## config.mk

```make
export PLATFORM = sky130hd
export DESIGN_NAME = multi_core_mem_arbiter
export DESIGN_NICKNAME = d
export VERILOG_FILES = /design/src/rtl/multi_core_mem_arbiter.sv
export SDC_FILE = /design/constraint.sdc
export NUM_CORES = 1
export LEC_CHECK = 0
export ABC_AREA = 1
export BUFFER_PORTS_ARGS = -buffer_cell sky130_fd_sc_hd__buf_2
export CAP_MARGIN = 20
export CORE_MARGIN = 3
export CORE_UTILIZATION = 50
export DETAILED_ROUTE_END_ITERATION = 16
export PLACE_DENSITY = 0.87
export RECOVER_POWER = 25
export SLEW_MARGIN = 25
export SYNTH_ARGS = -nofsm -noshare
export SYNTH_HDL_FRONTEND = slang
export SYNTH_SLANG_ARGS = --single-unit
```

## constraint.sdc

```tcl
create_clock -name clk -period 4.4 [get_ports clk]
set_input_delay 0.88 -clock clk [delete_from_list [all_inputs] [get_ports clk]]
set_output_delay 0.88 -clock clk [all_outputs]
set_load 0.005 [all_outputs]
```

## src/rtl/multi_core_mem_arbiter.sv

```systemverilog
// Shares one data-memory port between NUM_CORES cores (round-robin req/ack) and the com port.
// Optional macro ARB_STATS_EN adds a saturating stall_count output.
module multi_core_mem_arbiter #(
  parameter int         NUM_CORES  = 4,
  parameter int         DATA_W     = 16,
  parameter int         ADDR_W     = 16,
  parameter logic [1:0] RUN_STATUS = 2'b01
) (
  input  logic                        clk,
  input  logic                        rst,
  input  logic [1:0]                  status,
  input  logic [DATA_W-1:0]           com_data_in,
  input  logic [ADDR_W-1:0]           com_addr,
  input  logic                        com_wr_en,
  output logic [DATA_W-1:0]           com_data_out,
  input  logic [NUM_CORES-1:0]        core_req,
  input  logic [NUM_CORES-1:0]        core_we,
  input  logic [NUM_CORES*ADDR_W-1:0] core_addr,
  input  logic [NUM_CORES*DATA_W-1:0] core_wdata,
  output logic [NUM_CORES-1:0]        core_ack,
  output logic [DATA_W-1:0]           core_rdata,
  output logic [ADDR_W-1:0]           DM_addr,
  output logic [DATA_W-1:0]           DM_data_in,
  output logic                        DM_write_en,
  input  logic [DATA_W-1:0]           DM_out
`ifdef ARB_STATS_EN
  ,
  output logic [31:0]                 stall_count
`endif
);

  localparam int IDX_W = (NUM_CORES > 1) ? $clog2(NUM_CORES) : 1;
  localparam logic [IDX_W:0]   NC   = (IDX_W+1)'(NUM_CORES);
  localparam logic [IDX_W-1:0] LAST = IDX_W'(NUM_CORES - 1);

  typedef enum logic [1:0] {
    IDLE      = 2'd0,
    WRITE     = 2'd1,
    READ_WAIT = 2'd2
  } state_t;

  state_t               state, state_nxt;
  logic [IDX_W-1:0]     rr_ptr, ptr_nxt, pick, gnt_p1;
  logic [IDX_W:0]       sum;
  logic                 run, pick_vld, pick_we, grant_now, ptr_ld, rdata_ld;
  logic [NUM_CORES-1:0] elig, ack_nxt;
  logic [ADDR_W-1:0]    pick_addr, addr_p1;
  logic [DATA_W-1:0]    pick_wdata, wdata_p1;

  assign run = (status == RUN_STATUS);

  // The core just acked still holds req for one cycle; keep it out of the search.
  assign elig = core_req & ~core_ack;

  always_comb begin
    pick_vld = 1'b0;
    pick     = '0;
    sum      = '0;
    for (int k = 0; k < NUM_CORES; k++) begin
      sum = {1'b0, rr_ptr} + (IDX_W+1)'(k);
      if (sum >= NC) sum = sum - NC;
      if (!pick_vld && elig[sum[IDX_W-1:0]]) begin
        pick_vld = 1'b1;
        pick     = sum[IDX_W-1:0];
      end
    end
  end

  assign pick_addr  = core_addr[int'(pick)*ADDR_W +: ADDR_W];
  assign pick_wdata = core_wdata[int'(pick)*DATA_W +: DATA_W];
  assign pick_we    = core_we[pick];
  assign ptr_nxt    = (gnt_p1 == LAST) ? '0 : gnt_p1 + IDX_W'(1);

  always_comb begin
    state_nxt = state;
    grant_now = 1'b0;
    ack_nxt   = '0;
    ptr_ld    = 1'b0;
    rdata_ld  = 1'b0;
    case (state)
      IDLE: begin
        if (run && pick_vld) begin
          grant_now = 1'b1;
          state_nxt = pick_we ? WRITE : READ_WAIT;
        end
      end
      WRITE: begin
        // The write reached memory at grant, so it is acked even if status has left run mode.
        ack_nxt[gnt_p1] = 1'b1;
        ptr_ld          = 1'b1;
        state_nxt       = IDLE;
      end
      READ_WAIT: begin
        if (run) begin
          ack_nxt[gnt_p1] = 1'b1;
          rdata_ld        = 1'b1;
          ptr_ld          = 1'b1;
        end
        state_nxt = IDLE;
      end
      default: state_nxt = IDLE;
    endcase
  end

  always_comb begin
    DM_addr     = addr_p1;
    DM_data_in  = wdata_p1;
    DM_write_en = 1'b0;
    if (rst) begin
      DM_addr    = '0;
      DM_data_in = '0;
    end else if (!run) begin
      DM_addr     = com_addr;
      DM_data_in  = com_data_in;
      DM_write_en = com_wr_en;
    end else if (grant_now) begin
      DM_addr     = pick_addr;
      DM_data_in  = pick_wdata;
      DM_write_en = pick_we;
    end
  end

  // Stage p0 -> p1: control state and registered outputs
  always_ff @(posedge clk or posedge rst) begin
    if (rst) begin
      state        <= IDLE;
      rr_ptr       <= '0;
      core_ack     <= '0;
      core_rdata   <= '0;
      com_data_out <= '0;
    end else begin
      state        <= state_nxt;
      core_ack     <= ack_nxt;
      com_data_out <= DM_out;
      if (rdata_ld) core_rdata <= DM_out;
      if (ptr_ld)   rr_ptr     <= ptr_nxt;
    end
  end

  // Stage p0 -> p1: granted access captured so input changes cannot disturb it
  always_ff @(posedge clk) begin
    if (grant_now) begin
      gnt_p1   <= pick;
      addr_p1  <= pick_addr;
      wdata_p1 <= pick_wdata;
    end
  end

`ifdef ARB_STATS_EN
  function automatic logic [31:0] sat_inc(input logic [31:0] v);
    return (&v) ? v : v + 32'd1;
  endfunction

  logic [NUM_CORES-1:0] busy_mask;
  logic                 stall_now;

  always_comb begin
    busy_mask = '0;
    if (state != IDLE)  busy_mask[gnt_p1] = 1'b1;
    else if (grant_now) busy_mask[pick]   = 1'b1;
    stall_now = run && (|(core_req & ~core_ack & ~busy_mask));
  end

  always_ff @(posedge clk or posedge rst) begin
    if (rst)            stall_count <= '0;
    else if (stall_now) stall_count <= sat_inc(stall_count);
  end
`endif

endmodule

```

# [After elaboration in Yosys (flattened, before gate mapping)]
# Index checks and enable logic that the tools add are counted.
[classes] n_addsub=8 multipliers=0 div=0 n_lt_le_gt_ge=11 n_eq_ne=5 shifts=2 mux=44 bitwise_logic=2 reduce_logical=9
[op_table] op="64-bit by 7-bit indexed part select with 16-bit output" count=2
[op_table] op="16-bit two-way mux" count=6
[op_table] op="2-bit two-way mux" count=12
[op_table] op="2-bit by 3-bit < comparator with 1-bit output (second input constant)" count=6
[op_table] op="1-bit two-way mux" count=17
[op_table] op="1-bit binary-select mux with 2-bit select" count=5
[op_table] op="3-bit greater-or-equal comparator (second input constant)" count=3
[op_table] op="4-bit one-hot mux with 2 select lines" count=1
[op_table] op="2-bit by 1-bit subtractor with 2-bit output (second input constant)" count=4
[op_table] op="2-bit by 2-bit adder with 3-bit output (second input constant)" count=2
[op_table] op="1-bit logical AND" count=5
[op_table] op="4-bit bitwise AND" count=1
[op_table] op="2-bit by 1-bit equality test with 1-bit output (second input constant)" count=2
[op_table] op="2-bit equality test (second input constant)" count=2
[op_table] op="4-bit two-way mux" count=1
[op_table] op="4-bit inverter" count=1
[op_table] op="2-bit by 1-bit adder with 3-bit output (second input constant)" count=1
[op_table] op="2-bit by 3-bit greater-or-equal comparator with 1-bit output (second input constant)" count=1
[op_table] op="1-bit zero test" count=3
[op_table] op="2-bit by 1-bit adder with 2-bit output (second input constant)" count=1
[op_table] op="1-bit demux with 2-bit select" count=1
[op_table] op="2-bit by 1-bit greater-or-equal comparator with 1-bit output (second input constant)" count=1
[op_table] op="2-bit zero test" count=1
[op_table] op="2-bit != test (second input constant)" count=1
[op_table] op="1-bit one-hot mux with 2 select lines" count=1
[totals] reg_bits=74 latch_bits=0 mem_bits_rw=0 rom_bits=0 input_bits=189 out_inout_bits=69 word_cells=89 mem_count=0

# [Depth between registers and ports, before layout]
# Gate-level depths: netlist (run 1).
[logic_depth] ltp_word=20 depth_mapped=18 mapped_depth_nobuf=15

# [Worst setup path after synthesis (run 1)]
# Ideal clock, no wire load.
[synth_path] path_kind="input-to-output" startpoint="in core_req[1]" endpoint="out DM_data_in[2]" arrival_ps=2093 required_time_ps=3520 path_slack_ps=1427 cell_stages=15 n_path_buf=2 path_cell_list="nand3_1 -> nand2_1 -> nand2_1 -> nand2_1 -> nand2_2 -> nand2_1 -> nand2_2 -> buf_4 -> buf_2 -> nand4_1 -> nand3_2 -> nand3_1 -> nand3_1 -> nand2_1 -> inv_1"
[synth_via] elab_chain_cells=19 elab_cells_between_ends=30 classes_between="1 x shift; 21 x mux; 1 x bitwise; 7 x reduce/logical"
[synth_lines] element="start: declaration" line="16" text="input logic [NUM_CORES-1:0] core_req,"
[synth_lines] element="4-bit bitwise AND *" line="53" text="assign elig = core_req & ~core_ack;"
[synth_lines] element="branches (longest 15 deep; another with 1-bit binary-select mux with 2-bit select)"
[synth_lines] element="16-bit two-way mux *" line="116" text="end else if (grant_now) begin"
[synth_lines] element="16-bit two-way mux *" line="112" text="end else if (!run) begin"
[synth_lines] element="16-bit two-way mux *" line="109" text="if (rst) begin"
[synth_lines] element="end: declaration" line="23" text="output logic [DATA_W-1:0] DM_data_in,"
# Every way passes the cells marked *. The select of a mux whose other input is x is not followed.

# [Final worst setup path (run 1)]
[layout_path] startpoint="in core_req[3]" endpoint="out DM_addr[5]"
[layout_via] elab_chain_cells=19 elab_cells_between_ends=30 classes_between="1 x shift; 21 x mux; 1 x bitwise; 7 x reduce/logical"
[layout_lines] element="4-bit bitwise AND *" line="53"
[layout_lines] element="branches (longest 15 deep; another with 1-bit binary-select mux with 2-bit select)"
[layout_lines] element="16-bit two-way mux *" line="116"
[layout_lines] element="16-bit two-way mux *" line="112"
[layout_lines] element="16-bit two-way mux *" line="109"
[layout_lines] element="end: declaration" line="22" text="output logic [ADDR_W-1:0] DM_addr,"
# Marks and branches as above.

==> results of run 1 <==
## metal layers
layer / vias up / wire length, um
li1: 2857 / -
met1: 2605 / 6344
met2: 256 / 8187
met3: 30 / 1199
met4: 2 / 352
met5: - / 7
## logic make-up (layout without fill, tap and decap cells)
logic type,Yosys count,after routing
and+or+nand+nor,534,534
buffers and inverters,108,340
DFF,74,74
AOI/OAI and AO/OA,8,8
adders and majority gates,7,7
other,0,1
## critical path, stage by stage
cell and delay (ns):
buf_2 0.11, nand3_1 0.12, nand3_1 0.10, nand2_2 0.18
nand4_4 0.14, buf_4 0.26, nand2_1 0.16, nor2_4 0.05
inv_2 0.40, nand2_1 0.17, nand3_1 0.13, nand2_1 0.06
inv_1 0.05, buf_2 0.10
## synth_stat cells (2+ instances only)
| master | count | area [um^2] |
|---|---|---|
| edfxtp_1 | 2 | 60.06 |
| buf_2 | 28 | 140.1 |
| clkbuf_1 | 10 | 37.54 |
| ha_1 | 7 | 87.58 |
| nand3_2 | 40 | 400.4 |
| dfxtp_1 | 32 | 640.6 |
| inv_1 | 48 | 180.2 |
| nand4_2 | 2 | 25.02 |
| inv_4 | 2 | 12.51 |
| nor2_1 | 70 | 262.8 |
| nand3_1 | 113 | 565.5 |
| buf_4 | 9 | 67.56 |
| buf_6 | 7 | 78.83 |
| o21ai_1 | 3 | 15.01 |
| dfrtp_1 | 40 | 1001 |
| nand2_1 | 235 | 882.1 |
| a21oi_1 | 4 | 20.02 |
| nand4_1 | 64 | 400.4 |
| nand2_2 | 7 | 43.79 |
## path summary, 6_finish.rpt
check                        startpoint  cells after the start             to  slack [ns]
max                         core_req[3]                     14     DM_addr[5]        0.58
min                        wdata_p1[13]                      2   wdata_p1[13]        0.46
max reg2reg                   rr_ptr[0]                     10       state[0]        1.97
min reg2reg                wdata_p1[13]                      2   wdata_p1[13]        0.46
max in group asynchronous           rst                      3  core_rdata[5]        1.19
min in group asynchronous           rst                      2      rr_ptr[1]        1.24
## area by class of cell
cell class / instances / area [um^2]
diodes: 1 / 2.502
clock buffers: 10 / 127.6
clock inverters: 6 / 90.09
fillers: 872 / 3033
inverters: 53 / 209.0
multi-input cells: 549 / 2755
flip-flops and latches: 74 / 1702
well taps: 129 / 161.4
repair buffers: 271 / 1379
## per-stage QoR
| step | std cells | utilization (%) | area (um^2) | setup slack, ns |
|---|---|---|---|---|
| detailed placement | 1076 | 65.74 | 6218 | 0.6095 |
| finish | 1093 | 67.94 | 6426 | 0.5805 |
| global placement | 1076 | 65.74 | 6218 | 0.6524 |
| floorplan | 731 | - | 4977 | 1.427 |
| global route | 1093 | 67.94 | 6426 | 0.3220 |
| CTS | 1092 | 68.04 | 6436 | 0.5814 |
## state kept, by name, summed over array words and instances, names as in the netlist
register,cells
wdata_p1,16
core_rdata,16
gnt_p1,2
rr_ptr,2
core_ack,4
addr_p1,16
state,2
com_data_out,16
## where the power goes
group	switching, W	internal, W	total (W)
Combinational	0.00184	0.000924	0.00276
Sequential	0.000106	0.000932	0.00104
Clock	0.000262	0.000322	0.000584
Total	0.00221	0.00218	0.00438
==> metrics.yaml, run 1 <==
synth:
  synth_xor_area_share_pct: 0
  syn_inst: 731
  synthSimpleGateAreaFrac_pct: 52.46
  synth_fa_ha_area_share_pct: 1.760
  synth_top_family_by_area: "simple AND/OR/NAND/NOR gates"
  syn_area_per_cell_um2: 6.809
  async_flop_share_pct: 54.05
  syn_nets: 927
  synth_cell_types: 27
  syn-cell-area_mm2: 0.004977
  ys_seq_area_share_pct: 34.19
  synthFlopType: "dfrtp_1"
  synth_compound_area_share_pct: 0.8044
  synthMuxAreaShare_pct: 0
  yosys_register_bits: 74
  synth_edf_count: 2
  yosys_warnings: 0
floorplan:
  ios: 258
  dieHeight_um: 105.8
  core-area_mm2: 0.009459
  std_cell_rows: 35
  fp.dieW_um: 105.8
  initial_utilization_pct: 52.62
  dieArea_mm2: 0.01119
cts:
  clk-insertion-delay-late_ns: 0.35
  cts_root_buf: "clkbuf_8"
  post_cts_resized: 0
  cts_hold_buf: 0
  htreeDepth: 3
  cts_buffers: 9
  numClockSinks: 74
  tritoncts: "done"
  cts_setup_buffers: 0
  clk_path_buf_depth: 2
  clk_pin_slew_ns: 0.07
sta:
  slew-limit-headroom_pct: -18.79
  fmax_mhz: 261.8
  maxSlewViolCount: 70
  tightest_slew_ns: 1.782
  holdWs_ns: 0.4564
  setup_viol: 0
  clock_skew_ns: 0.009267
  hold_violations: 0
  period_minus_slack_ns: 3.820
  rsz0062_at_grt: "false"
  period_share_pct: 86.81
  setup_tns_ns: 0
setup_path:
  worstSetupStartpointType: "input pin"
  end_kind: "output pin"
  crit_arrival_ns: 2.94
  cp.required_ns: 3.52
  crit_fanout: 32
  crit_type: "in2out"
placed_design:
  portBuffers: 257
  gp_congestion: 0.8800
  dp_hpwl_mm: 11.72
grt:
  grt_pass1_wl_mm: 25.41
  met1_usage_pct: 34.67
  met3_usage_pct: 4.532
  antenna_found_initial: 2
  grt.busiest_layer: "met2"
  overflow: 0
  grt_max_degree: 65
  globalRouteMet2Util_pct: 48.91
  grt.total_usage_pct: 27.71
  grt_pass1_vias: 5279
layout:
  layout_common_cells: "buf_2, nand2_1, nand3_1"
  drive_above_1_share_pct: 34.79
  mostFrequentLayoutCell: "buf_2"
  fin_nets: 1154
  syn2layout_area_growth_pct: 29.11
route:
  wl_mm: 16.09
  ant_nets: 0
  drt-initial-drc-count: 403
  via_per_inst: 5.261
  routedWlPerCell_um: 14.72
  first_pass_iters: 5
  drc_errors: 0
  via_count: 5750
power_and_ir_drop:
  p_total_w: 0.004384
  p_leak_nw: 3.651
  irDropWorstVdd_mv: 0.5752
  powerDensity_mw_per_mm2: 682.2
status:
  violations: "capacitance limit, slew limit"
  status: "complete, but fails checks"
job:
  max_cap_viol_count: 2
worst_hold_path:
  hold_path.class: "reg2reg"
Note: power is estimated with default switching activity, not from simulation.
==> run 2, diff against run 1 <==
- CORE_UTILIZATION: 50 -> 51
- CTS_BUF_LIST: default -> sky130_fd_sc_hd__clkbuf_8
- PLACE_DENSITY: 0.87 -> 0.89
- REMOVE_ABC_BUFFERS: default -> 1
==> metrics.yaml, run 2 (synthesis gave the netlist of run 1 again) <==
power_and_ir_drop:
  powerDensity_mw_per_mm2: 672.1
  p_leak_nw: 3.629
  irDropWorstVdd_mv: 0.5458
setup_path:
  ff2ff_path_depth: 13
  crit_type: "reg2out"
  reg2reg_slack_ns: 1.95
  rr_startpoint: "rr_ptr[0]"
  crit_fanout: 33
  end_kind: "output pin"
  reg2reg_to: "state[0]"
  worstSetupStartpointType: "register"
  cp.required_ns: 3.52
  crit_arrival_ns: 2.89
route:
  wl_mm: 15.39
  first_pass_iters: 4
  drc_errors: 0
  via_per_inst: 5.234
  via_count: 5710
  ant_nets: 0
  drt-initial-drc-count: 336
  routedWlPerCell_um: 14.11
floorplan:
  ios: 258
  initial_utilization_pct: 53.11
  core-area_mm2: 0.009371
  fp.dieW_um: 104.8
  std_cell_rows: 35
  dieArea_mm2: 0.01098
  dieHeight_um: 104.8
sta:
  slew-limit-headroom_pct: -31.98
  clock_skew_ns: 0.005486
  period_share_pct: 85.60
  fin_ws_ns: 0.6334
  setup_tns_ns: 0
  rsz0062_at_grt: "false"
  setup_viol: 0
  tightest_slew_ns: 1.980
  fmax_mhz: 265.5
  hold_violations: 0
  period_minus_slack_ns: 3.767
  maxSlewViolCount: 76
cts:
  cts_root_buf: "clkbuf_8"
  numClockSinks: 74
  post_cts_resized: 0
  tritoncts: "done"
  cts_setup_buffers: 0
  cts_hold_buf: 0
  htreeDepth: 3
  cts_buffers: 9
  clk-insertion-delay-late_ns: 0.34
  clk_path_buf_depth: 2
  clk_pin_slew_ns: 0.09
status:
  violations: "capacitance limit, slew limit"
  status: "complete, but fails checks"
placed_design:
  pre_cts_slack_ns: 0.6579
  dp.cells: 1074
  gp_congestion: 0.8765
  dp_hpwl_mm: 11.38
  portBuffers: 257
worst_hold_path:
  min-delay-start: "addr_p1[11]"
  min_to: "addr_p1[11]"
  holdPathStages: 2
  hold_path.class: "reg2reg"
grt:
  overflow: 0
  grt.total_usage_pct: 27.55
  antenna_found_initial: 1
  grt_max_degree: 65
  grt_pass1_wl_mm: 25.41
  grt_pass1_vias: 5607
layout:
  utilization_pct: 68.40
  layout_common_cells: "buf_2, nand2_1, nand3_1"
  mostFrequentLayoutCell: "buf_2"
  drive_above_1_share_pct: 34.24
  instances_no_fill: 1091
  syn2layout_area_growth_pct: 28.78
  fin_nets: 1152
job:
  max_cap_viol_count: 2
-- run 2: worst max-delay path: stages, from the launching register on --
cell and delay (ns):
dfrtp_1 0.52, inv_6 0.16, nand2_1 0.07, nand2_2 0.11, nand3_2 0.07, nand2_2 0.13, and2_4 0.17, nand3_2 0.06
nand2_2 0.10, nand2_4 0.14, inv_4 0.40, nand3_1 0.14, nand3_1 0.11, nand3_1 0.10, nand2_1 0.09, inv_1 0.04
buf_2 0.12
-- run 2: how the worst max path moves through the flow --
stage / end / slack [ns] / from
after detailed placement: DM_data_in[15] / 0.66 / core_req[3]
after floorplan: DM_addr[0] / -1.25 / status[0]
after global routing: DM_addr[15] / 0.34 / rr_ptr[0]
after CTS: DM_data_in[15] / 0.63 / rr_ptr[0]
final: DM_data_in[0] / 0.63 / rr_ptr[0]
after global placement: DM_data_in[7] / 0.68 / core_req[3]
-- run 2: metal layers --
layer	part of all wire, %	global-route usage (%)	vias up
met5	0	0	-
met3	7.4	5.312	41
met2	50	48.26	273
met4	3.1	10.59	0
li1	-	-	2850
met1	40	33.29	2546
-- run 2: layout make-up --
| class | instances | area, um^2 |
|---|---|---|
| Clock inverter | 6 | 72.57 |
| Inverter | 53 | 209.0 |
| Multi-Input combinational cell | 549 | 2755 |
| Sequential cell | 74 | 1702 |
| Antenna cell | 1 | 2.502 |
| Tap cell | 129 | 161.4 |
| Fill cell | 870 | 2962 |
| Clock buffer | 10 | 137.6 |
| Timing Repair Buffer | 269 | 1370 |
-- run 2: report_power, final --
| group | switching [W] | leakage (nW) | internal [W] |
|---|---|---|---|
| Clock | 0.000276 | 0.103 | 0.000284 |
| Combinational | 0.00177 | 2.75 | 0.000933 |
| Sequential | 0.000113 | 0.779 | 0.000932 |
| Total | 0.00216 | 3.63 | 0.00215 |
-- run 2: stage by stage --
stage               power (W)  hold slack [ns]  cell area (um^2)
detailed placement   0.003752           0.4373              6216
floorplan            0.002951           0.4217              4649
finish               0.004308           0.4583              6410
global route         0.004718           0.4715              6410
CTS                  0.004318           0.4608              6426
global placement     0.003694           0.4328              6216
